### config.mk
export PLATFORM = sky130hd
export DESIGN_NAME = lcd_bus_rx
export DESIGN_NICKNAME = d
export VERILOG_FILES = /design/src/rtl/lcd_bus_pkg.sv /design/src/rtl/lcd_bus_sync.sv /design/src/rtl/lcd_bus_rx.sv
export SDC_FILE = /design/constraint.sdc
export NUM_CORES = 1
export LEC_CHECK = 0
export ABC_CLOCK_PERIOD_IN_PS = 14700
export CORE_ASPECT_RATIO = 1.2
export CORE_MARGIN = 1
export CORE_UTILIZATION = 50
export CTS_BUF_LIST = sky130_fd_sc_hd__clkbuf_4
export DETAILED_ROUTE_END_ITERATION = 8
export PLACE_DENSITY = 0.71
export RECOVER_POWER = 25
export SYNTH_ARGS = -nofsm -noshare
export SYNTH_HDL_FRONTEND = slang
export SYNTH_HIERARCHICAL = 1
export SYNTH_SLANG_ARGS = --single-unit
### constraint.sdc
create_clock -name clk -period 14.7 [get_ports clk]
set_input_delay 2.94 -clock clk [delete_from_list [all_inputs] [get_ports clk]]
set_output_delay 2.94 -clock clk [all_outputs]
set_load 0.02 [all_outputs]
### src/rtl/lcd_bus_pkg.sv
// Shared types and constants for the HD44780-style LCD bus responder.
// Also holds the address-counter wrap helpers used on the 2x40 DDRAM map.
package lcd_bus_pkg;

    typedef enum logic [1:0] {
        ST_IDLE,
        ST_EXEC,
        ST_FILL,
        ST_BUSY
    } state_t;

    // One-hot instruction classes, selected by the highest set bit of the byte.
    localparam logic [7:0] OP_CLR   = 8'h01;
    localparam logic [7:0] OP_HOME  = 8'h02;
    localparam logic [7:0] OP_ENTRY = 8'h04;
    localparam logic [7:0] OP_DISP  = 8'h08;
    localparam logic [7:0] OP_SHIFT = 8'h10;
    localparam logic [7:0] OP_FUNC  = 8'h20;
    localparam logic [7:0] OP_CGRAM = 8'h40;
    localparam logic [7:0] OP_DDRAM = 8'h80;

    localparam logic [6:0] LINE0_BASE = 7'h00;
    localparam logic [6:0] LINE1_BASE = 7'h40;
    localparam logic [6:0] LINE0_END  = 7'h27;
    localparam logic [6:0] LINE1_END  = 7'h67;

    localparam logic [7:0] BLANK = 8'h20;

    function automatic logic [7:0] op_msb(input logic [7:0] d);
        logic [7:0] r;
        r = '0;
        for (int i = 0; i < 8; i++) begin
            if (d[i]) begin
                r    = '0;
                r[i] = 1'b1;
            end
        end
        return r;
    endfunction

    // Invalid gaps (0x28-0x3F, 0x68-0x7F) fall forward to the next line start.
    function automatic logic [6:0] ac_inc(input logic [6:0] ac);
        if (ac < LINE0_END)       return ac + 7'd1;
        else if (ac < LINE1_BASE) return LINE1_BASE;
        else if (ac < LINE1_END)  return ac + 7'd1;
        else                      return LINE0_BASE;
    endfunction

    function automatic logic [6:0] ac_dec(input logic [6:0] ac);
        if (ac == LINE0_BASE)      return LINE1_END;
        else if (ac == LINE1_BASE) return LINE0_END;
        else                       return ac - 7'd1;
    endfunction

endpackage

### src/rtl/lcd_bus_sync.sv
// Pin synchronizer and E-strobe qualifier: emits one strobe per falling edge of E,
// either as a good write transfer or as a protocol error (runt pulse or read cycle).
module lcd_bus_sync #(
    parameter int E_MIN_CYC = 12
) (
    input  logic       clk,
    input  logic       rst,
    input  logic       i_lcd_rs,
    input  logic       i_lcd_rw,
    input  logic       i_lcd_e,
    input  logic [7:0] i_lcd_data,
    output logic       xfer_stb,
    output logic       err_stb,
    output logic       xfer_rs,
    output logic [7:0] xfer_data
);

    localparam int             WW   = $clog2(E_MIN_CYC + 1);
    localparam logic [WW-1:0]  EMAX = WW'(E_MIN_CYC);

    logic [1:0]    rs_ff, rw_ff, e_ff;
    logic [7:0]    d_ff1, d_ff2;
    logic          e_d;
    logic [WW-1:0] wcnt;
    logic          rw_smp;
    logic          fall, runt;

    always_ff @(posedge clk or posedge rst) begin
        if (rst) begin
            rs_ff     <= '0;
            rw_ff     <= '0;
            e_ff      <= '0;
            d_ff1     <= '0;
            d_ff2     <= '0;
            e_d       <= 1'b0;
            wcnt      <= '0;
            xfer_rs   <= 1'b0;
            rw_smp    <= 1'b0;
            xfer_data <= '0;
        end else begin
            rs_ff <= {rs_ff[0], i_lcd_rs};
            rw_ff <= {rw_ff[0], i_lcd_rw};
            e_ff  <= {e_ff[0], i_lcd_e};
            d_ff1 <= i_lcd_data;
            d_ff2 <= d_ff1;
            e_d   <= e_ff[1];
            // Saturating width count; bus fields track E-high so the last high cycle wins.
            if (e_ff[1]) begin
                if (wcnt != EMAX) wcnt <= wcnt + WW'(1);
                xfer_rs   <= rs_ff[1];
                rw_smp    <= rw_ff[1];
                xfer_data <= d_ff2;
            end else begin
                wcnt <= '0;
            end
        end
    end

    assign fall     = e_d & ~e_ff[1];
    assign runt     = (wcnt != EMAX);
    assign xfer_stb = fall & ~runt & ~rw_smp;
    assign err_stb  = fall & (runt | rw_smp);

endmodule

### src/rtl/lcd_bus_rx.sv
// LCD write-bus responder: decodes instructions/data, emulates busy timing and
// keeps a 2x16 DDRAM shadow readable through a registered port.
module lcd_bus_rx
    import lcd_bus_pkg::*;
#(
    parameter int CMD_CYCLES = 2000,
    parameter int CLR_CYCLES = 76500,
    parameter int E_MIN_CYC  = 12
) (
    input  logic       clk,
    input  logic       rst,
    input  logic       i_lcd_rs,
    input  logic       i_lcd_rw,
    input  logic       i_lcd_e,
    input  logic [7:0] i_lcd_data,
    input  logic [4:0] i_rd_addr,
    output logic [7:0] o_rd_data,
    output logic       o_cmd_valid,
    output logic       o_wr_valid,
    output logic [7:0] o_xfer_byte,
    output logic       o_busy,
    output logic [6:0] o_ac,
    output logic       o_disp_on,
    output logic       o_err_overrun,
    output logic       o_err_proto
);

    localparam int MAXC      = (CLR_CYCLES > CMD_CYCLES) ? CLR_CYCLES : CMD_CYCLES;
    localparam int CW        = $clog2(MAXC + 1);
    localparam int FILL_TAIL = (CLR_CYCLES > 33) ? CLR_CYCLES - 33 : 0;

    state_t         state, state_nxt;
    logic           xfer_stb, err_stb, xfer_rs;
    logic [7:0]     xfer_data;
    logic           cur_rs;
    logic           id, cgram;
    logic [4:0]     fill_idx;
    logic [CW-1:0]  cnt;
    logic [31:0][7:0] shadow;
    logic [7:0]     op;
    logic           wr_hit;
    logic [4:0]     wr_idx;

    lcd_bus_sync #(.E_MIN_CYC(E_MIN_CYC)) u_sync (
        .clk        (clk),
        .rst        (rst),
        .i_lcd_rs   (i_lcd_rs),
        .i_lcd_rw   (i_lcd_rw),
        .i_lcd_e    (i_lcd_e),
        .i_lcd_data (i_lcd_data),
        .xfer_stb   (xfer_stb),
        .err_stb    (err_stb),
        .xfer_rs    (xfer_rs),
        .xfer_data  (xfer_data)
    );

    assign op          = op_msb(o_xfer_byte);
    assign o_busy      = (state != ST_IDLE);
    assign o_cmd_valid = (state == ST_EXEC) & ~cur_rs;
    assign o_wr_valid  = (state == ST_EXEC) &  cur_rs;

    // Only the first 16 columns of each line are visible and stored.
    always_comb begin
        wr_hit = 1'b0;
        wr_idx = {1'b0, o_ac[3:0]};
        if (o_ac[6:4] == 3'b000) begin
            wr_hit = 1'b1;
        end else if (o_ac[6:4] == 3'b100) begin
            wr_hit = 1'b1;
            wr_idx = {1'b1, o_ac[3:0]};
        end
    end

    always_comb begin
        state_nxt = state;
        case (state)
            ST_IDLE: if (xfer_stb) state_nxt = ST_EXEC;
            ST_EXEC: state_nxt = (!cur_rs && op == OP_CLR) ? ST_FILL : ST_BUSY;
            ST_FILL: if (fill_idx == 5'd31) state_nxt = ST_BUSY;
            ST_BUSY: if (cnt <= CW'(1)) state_nxt = ST_IDLE;
            default: state_nxt = ST_IDLE;
        endcase
    end

    always_ff @(posedge clk or posedge rst) begin
        if (rst) begin
            state         <= ST_IDLE;
            cur_rs        <= 1'b0;
            o_xfer_byte   <= '0;
            o_ac          <= '0;
            id            <= 1'b1;
            cgram         <= 1'b0;
            o_disp_on     <= 1'b0;
            o_err_proto   <= 1'b0;
            o_err_overrun <= 1'b0;
            fill_idx      <= '0;
            cnt           <= '0;
        end else begin
            state         <= state_nxt;
            o_err_overrun <= xfer_stb && (state != ST_IDLE);
            if (err_stb) o_err_proto <= 1'b1;
            case (state)
                ST_IDLE: begin
                    if (xfer_stb) begin
                        cur_rs      <= xfer_rs;
                        o_xfer_byte <= xfer_data;
                    end
                end
                ST_EXEC: begin
                    // EXEC is the first busy cycle, so the tail is one shorter.
                    cnt      <= CW'(CMD_CYCLES - 1);
                    fill_idx <= '0;
                    if (cur_rs) begin
                        if (!cgram) o_ac <= id ? ac_inc(o_ac) : ac_dec(o_ac);
                    end else begin
                        case (op)
                            OP_CLR:   begin o_ac <= LINE0_BASE; id <= 1'b1; end
                            OP_HOME:  begin o_ac <= LINE0_BASE; cnt <= CW'(CLR_CYCLES - 1); end
                            OP_ENTRY: id <= o_xfer_byte[1];
                            OP_DISP:  o_disp_on <= o_xfer_byte[2];
                            OP_SHIFT: if (!o_xfer_byte[3])
                                          o_ac <= o_xfer_byte[2] ? ac_inc(o_ac) : ac_dec(o_ac);
                            OP_FUNC:  if (!o_xfer_byte[4]) o_err_proto <= 1'b1;
                            OP_CGRAM: cgram <= 1'b1;
                            OP_DDRAM: begin o_ac <= o_xfer_byte[6:0]; cgram <= 1'b0; end
                            default:  ;
                        endcase
                    end
                end
                ST_FILL: begin
                    fill_idx <= fill_idx + 5'd1;
                    if (fill_idx == 5'd31) cnt <= CW'(FILL_TAIL);
                end
                ST_BUSY: begin
                    if (cnt != '0) cnt <= cnt - CW'(1);
                end
                default: ;
            endcase
        end
    end

    always_ff @(posedge clk or posedge rst) begin
        if (rst) begin
            shadow <= {32{BLANK}};
        end else if (state == ST_FILL) begin
            shadow[fill_idx] <= BLANK;
        end else if (state == ST_EXEC && cur_rs && !cgram && wr_hit) begin
            shadow[wr_idx] <= o_xfer_byte;
        end
    end

    always_ff @(posedge clk or posedge rst) begin
        if (rst) o_rd_data <= BLANK;
        else     o_rd_data <= shadow[i_rd_addr];
    end

endmodule

==> out/results.tsv <==
metric	value	unit
result of the run	complete, but fails checks	
violations in the final reports	design-rule violations, max-capacitance violations, max-slew violations	
layout cells sized above 1	19.00	%
number of failing setup endpoints in the final timing report	0	
Post-Syn Instances	1324	
largest family of logic cells by synthesized area	compound AO/OA/AOI/OAI gates	
CTS hold repair buffers	0	
Async SR Flop Fraction	100.0	%
remaining antenna violation count after routing	0	
Netlist Area Pre-Place	16070	µm²
final-stage net count	1424	
type of the worst min-delay path	reg -> reg	
post-route fraction of the period consumed by the critical path	38.29	%
startpoint of the worst register-to-register path	o_xfer_byte[4]	
Ys Warns	6	
drt drc	2	
XOR/XNOR share of the synthesized area	0.2181	%
Post-Place Setup Slack	9.305	ns
CTS Buf Count	90	
number of H-tree levels	3	
pin count of the biggest net entering global routing	162	
fraction of the mapped netlist area in simple logic gates	8.823	%
number of cell rows	71	
total die area	32860	µm²
post-synth top area share	48.59	%
post-CTS setup buffer count	0	
final global-route overflow total	0	
Register Area	8701	µm²
arrival time of data at the critical path endpoint	2.69	ns
most common cell after layout, fill and taps aside	dfrtp_1	
Hold Path Origin	u_sync/d_ff1[2]	
Detailed Route Iter0 Violations	964	
clock tree from TritonCTS	done	
total of flip-flops plus latches after synthesis	346	
count of cell types in the netlist	70	
number of gates resized after CTS	0	
Routed WL	40440	µm
CP endpoint kind	output port	
leakage	7.876	nW
Max-cap violations	2	
number of buffers added on ports	46	
top cells by area in the synthesized netlist	dfrtp_1, a22o_1, mux4_2	
Crit path required time	11.76	ns
worst hold margin	0.3449	ns
share of synthesized area occupied by flip-flops and latches	54.15	%
clock latency on the worst-skew pair	0.73	ns
Area Overhead vs Synth	11.03	%
synthesized-area fraction occupied by ao, oa, aoi and oai cells	18.99	%
via count of the first global-routing pass	12050	
average detailed-routed wire length per instance	21.73	µm
RSZ-0062 raised after global routing	false	
initial antenna violation count	2	
final cell utilization of the core	56.73	%
minimum setup slack in the final design	9.071	ns
Max Fclk	177.6	MHz
wire length of the first global-routing pass	66230	µm
hold path depth	0	
number of cells traversed by the worst register-to-register path	6	
clock-pin slew reported for the worst setup and hold paths after clock tree synthesis	0.06	ns
kind of start point of the critical path	flop	
total vias in the final route	11690	
Final Total Pwr	0.001859	W
Period minus WS final	5.629	ns
EDFF count, synth	0	
CTS Root Buffer Type	clkbuf_4	
worst slew slack as a fraction of its limit	-29.77	%
global-route total usage across every layer	25.72	%
setup slack of the most critical reg-to-reg path	10.99	ns
fraction of the mapped netlist area in adder cells	1.402	%
most frequent cells in the layout	dfrtp_1, a22o_1, clkbuf_4, a21oi_1, nor2_1	
capturing point of the worst reg2reg path	cnt[16]	
peak fanout along the critical path	7	
mean instance size in the synthesized netlist	12.13	µm²
Crit Path Category	reg -> out	
Synth Net Count	1360	
slew at the pin closest to its max-slew limit	1.947	ns
initial standard-cell utilization of the core	51.09	%
mux share of post-synthesis cell area	12.77	%
num ports	47	
power per cell area	104.2	nW/µm²
most frequently used flop master after synthesis	dfrtp_1	
die outline height	198.4	µm
Hold Crit Endpoint	u_sync/d_ff2[2]	
clk sinks	346	
final weighted congestion in routability-driven placement	0.8840	
Detailed Routing Iterations Pass 1	9	
final-report hold violation count	0	
maximum number of buffers from clock root to sink	3	
hpwl dp	26130	µm
fill cell total of the finished layout	2677	
cell accounting for the most synthesized area	dfrtp_1	
total negative slack for setup checks	0	ns
Die X-Extent	165.6	µm
area of the core	31450	µm²
area of the multi-input gates	6731	µm²
Via density	6.280	
peak supply drop	70.89	µV
Final Max Slew Viols	54	
largest clock skew in the final design	0.04189	ns
==> cell usage after synthesis (4+ instances only) <==
cell and number:
dfstp_2 34, o21ai_0 54, or3_1 5, nand4_1 5, mux2_4 4, nand3_1 38
inv_1 57, a211oi_1 4, nor3_1 49, or4_1 6, o211ai_1 6, nor2b_1 13
and3_1 7, mux2i_1 37, a221oi_1 9, a31oi_1 14, and2_1 9, buf_2 10
nor3b_1 6, ha_1 18, mux2_2 15, nor2_2 4, a21oi_1 78, buf_1 8
nand2b_1 6, clkbuf_1 66, nor2_1 61, mux4_2 64, a41oi_1 5, a22o_1 205
dfrtp_1 312, nand2_1 59
==> power by group <==
part           leakage, nW  switching, W  internal (W)  total (W)
clock                0.677      0.000392      0.000424   0.000816
sequential            4.61    0.00000703      0.000963   0.000970
combinational         2.59     0.0000474     0.0000256  0.0000730
==> layout make-up <==
class                      count  area share, %
tap                          401          2.812
clock buffer                 137          5.765
antenna                        2        0.02805
inverter                      57          1.241
sequential                   346          48.77
clock inverter                25         0.5400
multi-input combinational    834          37.73
timing repair buffer          59          3.107
==> worst max-delay path by stage <==
stage                      start           end  slack [ns]  cells after the start
global placement    i_rd_addr[0]  o_rd_data[6]        9.37                      6
CTS                     state[1]   o_cmd_valid        9.03                      4
finish                  state[1]   o_cmd_valid        9.07                      4
detailed placement  i_rd_addr[0]  o_rd_data[6]        9.30                      6
global route            state[1]   o_cmd_valid        8.95                      4
floorplan                    rst         cgram        3.27                      1
==> stage by stage <==
step	instance area (µm²)	std cells
2_1_floorplan	16070	1324
3_3_place_gp	16760	1697
3_5_place_dp	16760	1697
4_1_cts	17890	1859
5_1_grt	17840	1861
6_report	17840	1861
==> cells by family (layout without fill, tap and decap cells) <==
family,Yosys count,in the layout
adders and majority gates,18,18
buffers and inverters,144,278
and+or+nand+nor,283,283
xor gates and xnor gates,4,4
muxes,121,121
DFF,346,346
AOI/OAI and AO/OA,408,408
other,0,2
==> registers in the layout (all words and copies together) (netlist names) <==
signal / flops
u_sync/wcnt: 4
u_sync/d_ff1: 8
cnt: 17
u_sync/xfer_data: 8
u_sync/rw_smp: 1
fill_idx: 5
state: 2
o_rd_data: 8
u_sync/xfer_rs: 1
cur_rs: 1
shadow: 256
o_ac: 7
cgram: 1
u_sync/e_ff: 2
u_sync/d_ff2: 8
u_sync/rw_ff: 2
o_xfer_byte: 8
u_sync/rs_ff: 2
o_err_overrun: 1
o_disp_on: 1
u_sync/e_d: 1
o_err_proto: 1
id: 1
==> metal layers <==
layer	GRT usage [%]	up-vias	share of wire [%]
met4	12.32	0	3.2
met2	41.62	467	48
li1	-	5216	-
met3	6.176	83	7.2
met5	0	-	0
met1	32.80	5921	42
==> critical path, stage by stage (launching register included) <==
cell and delay, ns:
dfrtp_1 0.41, inv_1 0.10, ha_1 0.26, nor2b_1 0.50, clkdlybuf4s50_1 0.71
(Power assumes the default switching activity.)
